--- src/rtl/router_pkg.sv ---
`default_nettype none
// ============================================================================
//  Module      : router_pkg
//  Description : Shared router types and constants: port count, req/grant
//                bit positions, destination field width, requester FSM
//                states and the destination-to-request decode.
//  Revision    : 1.0  initial release
// ============================================================================
package router_pkg;

    localparam int NUM_PORTS = 5;
    localparam int DEST_W    = 3;

    // Bit positions of each output port inside req/grant
    localparam int PORT_0 = 0;
    localparam int PORT_1 = 1;
    localparam int PORT_2 = 2;
    localparam int PORT_3 = 3;
    localparam int PORT_4 = 4;

    typedef enum logic [1:0] {
        ST_IDLE = 2'd0,
        ST_REQ  = 2'd1,
        ST_SEND = 2'd2,
        ST_DROP = 2'd3
    } req_state_t;

    // Destinations 5..7 decode to all-zero, which marks the flit as invalid
    function automatic logic [NUM_PORTS-1:0] dest_to_req(input logic [DEST_W-1:0] dest);
        logic [NUM_PORTS-1:0] onehot;
        onehot = '0;
        case (dest)
            3'd0:    onehot[PORT_0] = 1'b1;
            3'd1:    onehot[PORT_1] = 1'b1;
            3'd2:    onehot[PORT_2] = 1'b1;
            3'd3:    onehot[PORT_3] = 1'b1;
            3'd4:    onehot[PORT_4] = 1'b1;
            default: onehot = '0;
        endcase
        return onehot;
    endfunction

endpackage
`default_nettype wire

--- src/rtl/flit_fifo.sv ---
`default_nettype none
// ============================================================================
//  Module      : flit_fifo
//  Description : Circular-buffer flit FIFO with head output and a peek at a
//                field of the entry that becomes head after the current pop
//                (which may be the flit being pushed in the same cycle).
//  Revision    : 1.0  initial release
// ============================================================================
module flit_fifo #(
    parameter int DATA_WIDTH = 64,
    parameter int DEPTH      = 4,
    parameter int PEEK_LSB   = 61,
    parameter int PEEK_W     = 3
) (
    input  logic                  clk,
    input  logic                  rst,
    input  logic                  i_push,
    input  logic [DATA_WIDTH-1:0] i_wdata,
    input  logic                  i_pop,
    output logic                  o_full,
    output logic                  o_empty,
    output logic [DATA_WIDTH-1:0] o_head,
    output logic                  o_next_avail,
    output logic [PEEK_W-1:0]     o_next_peek
);

    localparam int c_AW = $clog2(DEPTH);
    localparam int c_CW = c_AW + 1;

    logic [DATA_WIDTH-1:0] r_mem [DEPTH];
    logic [c_AW-1:0]       r_wr_ptr;
    logic [c_AW-1:0]       r_rd_ptr;
    logic [c_CW-1:0]       r_count;

    logic                  w_push;
    logic                  w_pop;
    logic [c_AW-1:0]       w_rd_ptr_nxt;
    logic                  w_two_plus;

    assign o_full       = (r_count == c_CW'(DEPTH));
    assign o_empty      = (r_count == '0);
    // A push while full is legal only together with a pop
    assign w_push       = i_push && (!o_full || i_pop);
    assign w_pop        = i_pop && !o_empty;
    assign w_rd_ptr_nxt = r_rd_ptr + c_AW'(1);
    assign w_two_plus   = (r_count >= c_CW'(2));
    assign o_head       = r_mem[r_rd_ptr];
    // After a pop something remains if a second entry exists or one arrives now
    assign o_next_avail = w_two_plus || w_push;
    assign o_next_peek  = w_two_plus ? r_mem[w_rd_ptr_nxt][PEEK_LSB +: PEEK_W]
                                     : i_wdata[PEEK_LSB +: PEEK_W];

    // Storage write; contents need no reset since count qualifies them
    always_ff @(posedge clk) begin
        if (w_push) begin
            r_mem[r_wr_ptr] <= i_wdata;
        end
    end

    // Pointer and occupancy bookkeeping
    always_ff @(posedge clk) begin
        if (rst) begin
            r_wr_ptr <= '0;
            r_rd_ptr <= '0;
            r_count  <= '0;
        end else begin
            if (w_push) r_wr_ptr <= r_wr_ptr + c_AW'(1);
            if (w_pop)  r_rd_ptr <= w_rd_ptr_nxt;
            case ({w_push, w_pop})
                2'b10:   r_count <= r_count + c_CW'(1);
                2'b01:   r_count <= r_count - c_CW'(1);
                default: r_count <= r_count;
            endcase
        end
    end

endmodule
`default_nettype wire

--- src/rtl/input_port_requester.sv ---
`default_nettype none
// ============================================================================
//  Module      : input_port_requester
//  Description : Router input port. Buffers flits, raises a one-hot request
//                toward the output arbiters from the head destination, holds
//                it until a matching grant, then sends the flit for one cycle.
//                Flits with destinations 5..7 are dropped and counted.
//  Revision    : 1.0  initial release
// ============================================================================
module input_port_requester
    import router_pkg::*;
#(
    parameter int DATA_WIDTH = 64,
    parameter int DEPTH      = 4,
    parameter int DEST_LSB   = 61
) (
    input  logic                  clk,
    input  logic                  rst,
    input  logic                  in_valid,
    output logic                  in_ready,
    input  logic [DATA_WIDTH-1:0] in_data,
    output logic [NUM_PORTS-1:0]  req,
    input  logic [NUM_PORTS-1:0]  grant,
    output logic                  out_valid,
    output logic [DATA_WIDTH-1:0] out_data,
    output logic [7:0]            drop_cnt
);

    req_state_t            r_state;
    req_state_t            w_state_nxt;
    logic [NUM_PORTS-1:0]  r_req;
    logic [NUM_PORTS-1:0]  w_req_nxt;
    logic                  r_out_valid;
    logic                  w_out_valid_nxt;
    logic [DATA_WIDTH-1:0] r_out_data;
    logic [7:0]            r_drop_cnt;

    logic                  w_push;
    logic                  w_pop;
    logic                  w_load;
    logic                  w_drop_inc;
    logic                  w_full;
    logic                  w_empty;
    logic [DATA_WIDTH-1:0] w_head;
    logic                  w_next_avail;
    logic [DEST_W-1:0]     w_next_dest;
    logic [NUM_PORTS-1:0]  w_head_req;
    logic [NUM_PORTS-1:0]  w_next_req;

    assign in_ready  = !w_full;
    assign w_push    = in_valid && in_ready;
    assign req       = r_req;
    assign out_valid = r_out_valid;
    assign out_data  = r_out_data;
    assign drop_cnt  = r_drop_cnt;

    assign w_head_req = dest_to_req(w_head[DEST_LSB +: DEST_W]);
    assign w_next_req = dest_to_req(w_next_dest);

    flit_fifo #(
        .DATA_WIDTH (DATA_WIDTH),
        .DEPTH      (DEPTH),
        .PEEK_LSB   (DEST_LSB),
        .PEEK_W     (DEST_W)
    ) u_fifo (
        .clk          (clk),
        .rst          (rst),
        .i_push       (w_push),
        .i_wdata      (in_data),
        .i_pop        (w_pop),
        .o_full       (w_full),
        .o_empty      (w_empty),
        .o_head       (w_head),
        .o_next_avail (w_next_avail),
        .o_next_peek  (w_next_dest)
    );

    // State register
    always_ff @(posedge clk) begin
        if (rst) r_state <= ST_IDLE;
        else     r_state <= w_state_nxt;
    end

    // Next state, next registered outputs, and pop/drop strobes
    always_comb begin
        w_state_nxt     = r_state;
        w_req_nxt       = r_req;
        w_out_valid_nxt = 1'b0;
        w_load          = 1'b0;
        w_pop           = 1'b0;
        w_drop_inc      = 1'b0;
        case (r_state)
            ST_IDLE: begin
                w_req_nxt = '0;
                if (!w_empty) begin
                    w_req_nxt   = w_head_req;
                    w_state_nxt = (|w_head_req) ? ST_REQ : ST_DROP;
                end
            end
            ST_REQ: begin
                // Only a grant bit matching the held request counts
                if (|(grant & r_req)) begin
                    w_state_nxt     = ST_SEND;
                    w_req_nxt       = '0;
                    w_out_valid_nxt = 1'b1;
                    w_load          = 1'b1;
                end
            end
            ST_SEND, ST_DROP: begin
                w_pop      = 1'b1;
                w_drop_inc = (r_state == ST_DROP);
                w_req_nxt  = '0;
                if (w_next_avail) begin
                    w_req_nxt   = w_next_req;
                    w_state_nxt = (|w_next_req) ? ST_REQ : ST_DROP;
                end else begin
                    w_state_nxt = ST_IDLE;
                end
            end
            default: begin
                w_state_nxt = ST_IDLE;
                w_req_nxt   = '0;
            end
        endcase
    end

    // Registered request, crossbar outputs and saturating drop counter
    always_ff @(posedge clk) begin
        if (rst) begin
            r_req       <= '0;
            r_out_valid <= 1'b0;
            r_out_data  <= '0;
            r_drop_cnt  <= '0;
        end else begin
            r_req       <= w_req_nxt;
            r_out_valid <= w_out_valid_nxt;
            if (w_load) r_out_data <= w_head;
            if (w_drop_inc && (r_drop_cnt != 8'hFF)) r_drop_cnt <= r_drop_cnt + 8'd1;
        end
    end

endmodule
`default_nettype wire

--- config.mk ---
export PLATFORM = sky130hd
export DESIGN_NAME = input_port_requester
export DESIGN_NICKNAME = d
export VERILOG_FILES = /design/src/rtl/router_pkg.sv /design/src/rtl/flit_fifo.sv /design/src/rtl/input_port_requester.sv
export SDC_FILE = /design/constraint.sdc
export NUM_CORES = 1
export LEC_CHECK = 0
export BUFFER_PORTS_ARGS = -buffer_cell sky130_fd_sc_hd__buf_2
export CORE_MARGIN = 3
export CORE_UTILIZATION = 55
export DETAILED_ROUTE_END_ITERATION = 16
export PLACE_DENSITY = 0.78
export SYNTH_ARGS = -nofsm -noshare
export SYNTH_HDL_FRONTEND = slang
export SYNTH_SLANG_ARGS = --single-unit
--- constraint.sdc ---
create_clock -name clk -period 4.92 [get_ports clk]
set_input_delay 0.492 -clock clk [delete_from_list [all_inputs] [get_ports clk]]
set_output_delay 0.492 -clock clk [all_outputs]
set_load 0.03 [all_outputs]
==> metrics.yaml <==
outcome:
  status: "finished clean"
critical_path:
  slowest_delay_ns: 0.99
  crit_fanout: 42
  crit_path_start_kind: "register"
  worstSetupPathType: "reg -> reg"
  critPathSlowestCell: "nand3b_1"
  arrival_ns: 2.94
  required_ns: 5.33
  cpLargestDelayFamily: "simple AND/OR/NAND/NOR gates"
  path_cells: "a222oi_1 > nand2_1 > nand3b_1 > buf_12 > nand2_1 > a21oi_1"
  cp-end-kind: "register"
  cp_common_cell: "nand2_1"
  critPathBufInv: 1
power:
  power_switching_mw: 1.37
  p_seq_frac: 0.531
  cellLeakagePower_nw: 5.11
  vdd_drop_max_mv: 0.297
  power_frac_comb: 0.071
  p_int_mw: 4.93
  p_clk_frac: 0.398
  switching_share: 0.218
  power_density_mw_per_mm2: 421
synth:
  synth_top_cell_area_share: 0.597
  synth_top_area_cell: "edfxtp_1"
  synth-seq-cells: 345
  syn_area_per_cell_um2: 16.6
  syn_area_mm2: 0.0129
  synthTopCellsByArea: "edfxtp_1, dfxtp_1, mux4_2"
  ys_warn_count: 0
  synthCells: 776
  synth_cell_types: 48
  synth_async_sr_flop_share: 0
  synth_edf_count: 256
  synth_ff_type: "edfxtp_1"
  synth_nets: 855
  yosysSeqAreaShare: 0.736
die:
  dieHeight_um: 159
  core_area_mm2: 0.0228
  die_w_um: 159
  top_level_ports: 151
  row_count: 55
  start_util: 0.563
  fp.dieArea_mm2: 0.0253
clock_network:
  cts_tree: "built"
  root_buffer: "clkbuf_16"
  post-cts-setup-buffers: 0
  clk_latency_ns: 0.51
  cts_buffers: 35
  cts-resized-gates: 0
  clk_pin_slew_ns: 0.06
  cts_hold_buf: 0
  clockBufferDepth: 3
  h-tree-depth: 2
  numClockSinks: 345
grt:
  grt_pass1_vias: 7119
  antenna_found_initial: 5
  grt_max_degree: 89
  grt_usage: 0.195
  grt_pass1_wl_um: 39000
  overflow: 0
drt:
  drc: 0
  drt_wl_total_um: 24500
  ant_nets: 0
  drt_iter0_drc: 446
  vias: 6966
  dr.pass1.iters: 4
  viasPerCell: 5.51
  wl_per_cell_um: 19.4
sta:
  slew_headroom: 0.128
  finalSetupViolations: 0
  whs_ns: 0.198
  slew_viol_final: 0
  fmax_mhz: 396
  min_period_ns: 2.53
  tns_ns: 0
  fin_skew_ns: 0.0160
  rsz0062_at_grt: "false"
  hold_viol: 0
  fin_crit_sh: 0.514
  fin_ws_ns: 2.39
  worstMarginPinSlew_ns: 1.30
placement:
  gp_congestion: 0.747
  post-dp-hpwl_um: 13500
  dpl_cell_area_mm2: 0.0139
  pre_cts_ws_ns: 2.20
  io_buffer_count: 150
  post-place-cells: 1200
flow_run:
  drv_cap: 0
layout:
  fin_area_mm2: 0.0150
  nets: 1003
  drive_gt1_frac: 0.296
  syn_to_final_growth_pct: 16.3
  fin_cells: 1264
hold_path:
  min_path_type: "in -> reg"
worst paths after layout:
check,to,depth (start not counted),slack [ns],start
setup reg to reg,out_data[51],6,2.39,req[3]
hold reg to reg,out_data[20],2,0.45,out_data[20]
hold / removal,u_fifo.r_mem[0][37],1,0.20,in_data[37]
setup / recovery,out_data[51],6,2.39,req[3]
metal layers:
layer | vias up | global-route usage | wire, um
met5 | - | 0 | 46
met4 | 8 | 0.0517 | 487
met1 | 3493 | 0.257 | 10400
met3 | 46 | 0.0466 | 1320
li1 | 3242 | - | -
met2 | 177 | 0.330 | 12300
power groups by stage:
stage	sequential, mW	combinational, mW	clock, mW
after CTS	3.35	0.454	2.56
after global routing	3.36	0.493	2.68
final	3.34	0.448	2.51
after global placement	3.40	0.443	0
after floorplan	3.42	0.288	0
after detailed placement	3.41	0.452	0
final cells by class:
class / instances / area, um2
fillers: 1656 / 7880
clock inverters: 13 / 105
diodes: 1 / 2.50
inverters: 9 / 33.8
flip-flops and latches: 345 / 9480
well taps: 313 / 392
multi-input cells: 380 / 3160
clock buffers: 50 / 1000
repair buffers: 153 / 788
logic make-up after synthesis:
group	Yosys count	share of synthesized area
multiplexers	75	0.123
flip-flops	345	0.736
AO/OA/AOI/OAI	96	0.0433
AND/OR/NAND/NOR	191	0.0634
XOR/XNOR	11	0.00749
adder cells (fa/ha/maj)	7	0.00739
buffers and inverters	51	0.0203
registers in the layout, indices dropped and copies added, names as in the netlist, named ones only:
signal	count
u_fifo.r_count	3
u_fifo.r_mem	256
req	5
u_fifo.r_rd_ptr	2
r_state	2
out_data	64
u_fifo.r_wr_ptr	2
drop_cnt	8
out_valid	1
cell usage in the layout (no fill, tap or decap), types with 5 or more instances in the layout:
cell and count:
dfxtp_1 87, a21oi_1 73, mux4_2 66, nor2_1 21, clkbuf_16 36, clkbuf_1 9
mux2i_1 8, ha_1 6, a32oi_1 5, buf_2 149, clkinv_1 5, clkbuf_8 5
xor2_1 8, nand2_1 139, edfxtp_1 256, inv_1 8
metrics by stage:
stage               power [mW]   util
floorplan                 3.71      -
global placement          3.84  0.606
detailed placement        3.86  0.606
CTS                       6.36  0.655
global route              6.53  0.655
finish                    6.30  0.655
synthesized netlist by cell type (2+ instances only):
cell and number:
edfxtp_1 256, nand2_1 139, dfxtp_1 89, a21oi_1 73, mux4_2 66, nor2_1 21, buf_2 17, clkbuf_1 12
inv_1 8, mux2i_1 8, xor2_1 8, and3_1 6, ha_1 6, a32oi_1 5, buf_1 5, buf_6 5
nand4_1 4, nor2b_1 4, o21ai_0 4, buf_4 3, nand3_1 3, nand3b_1 3, xnor2_1 3, a22o_1 2
a31oi_1 2, and2_1 2
Power figures use the tool's default switching activity.
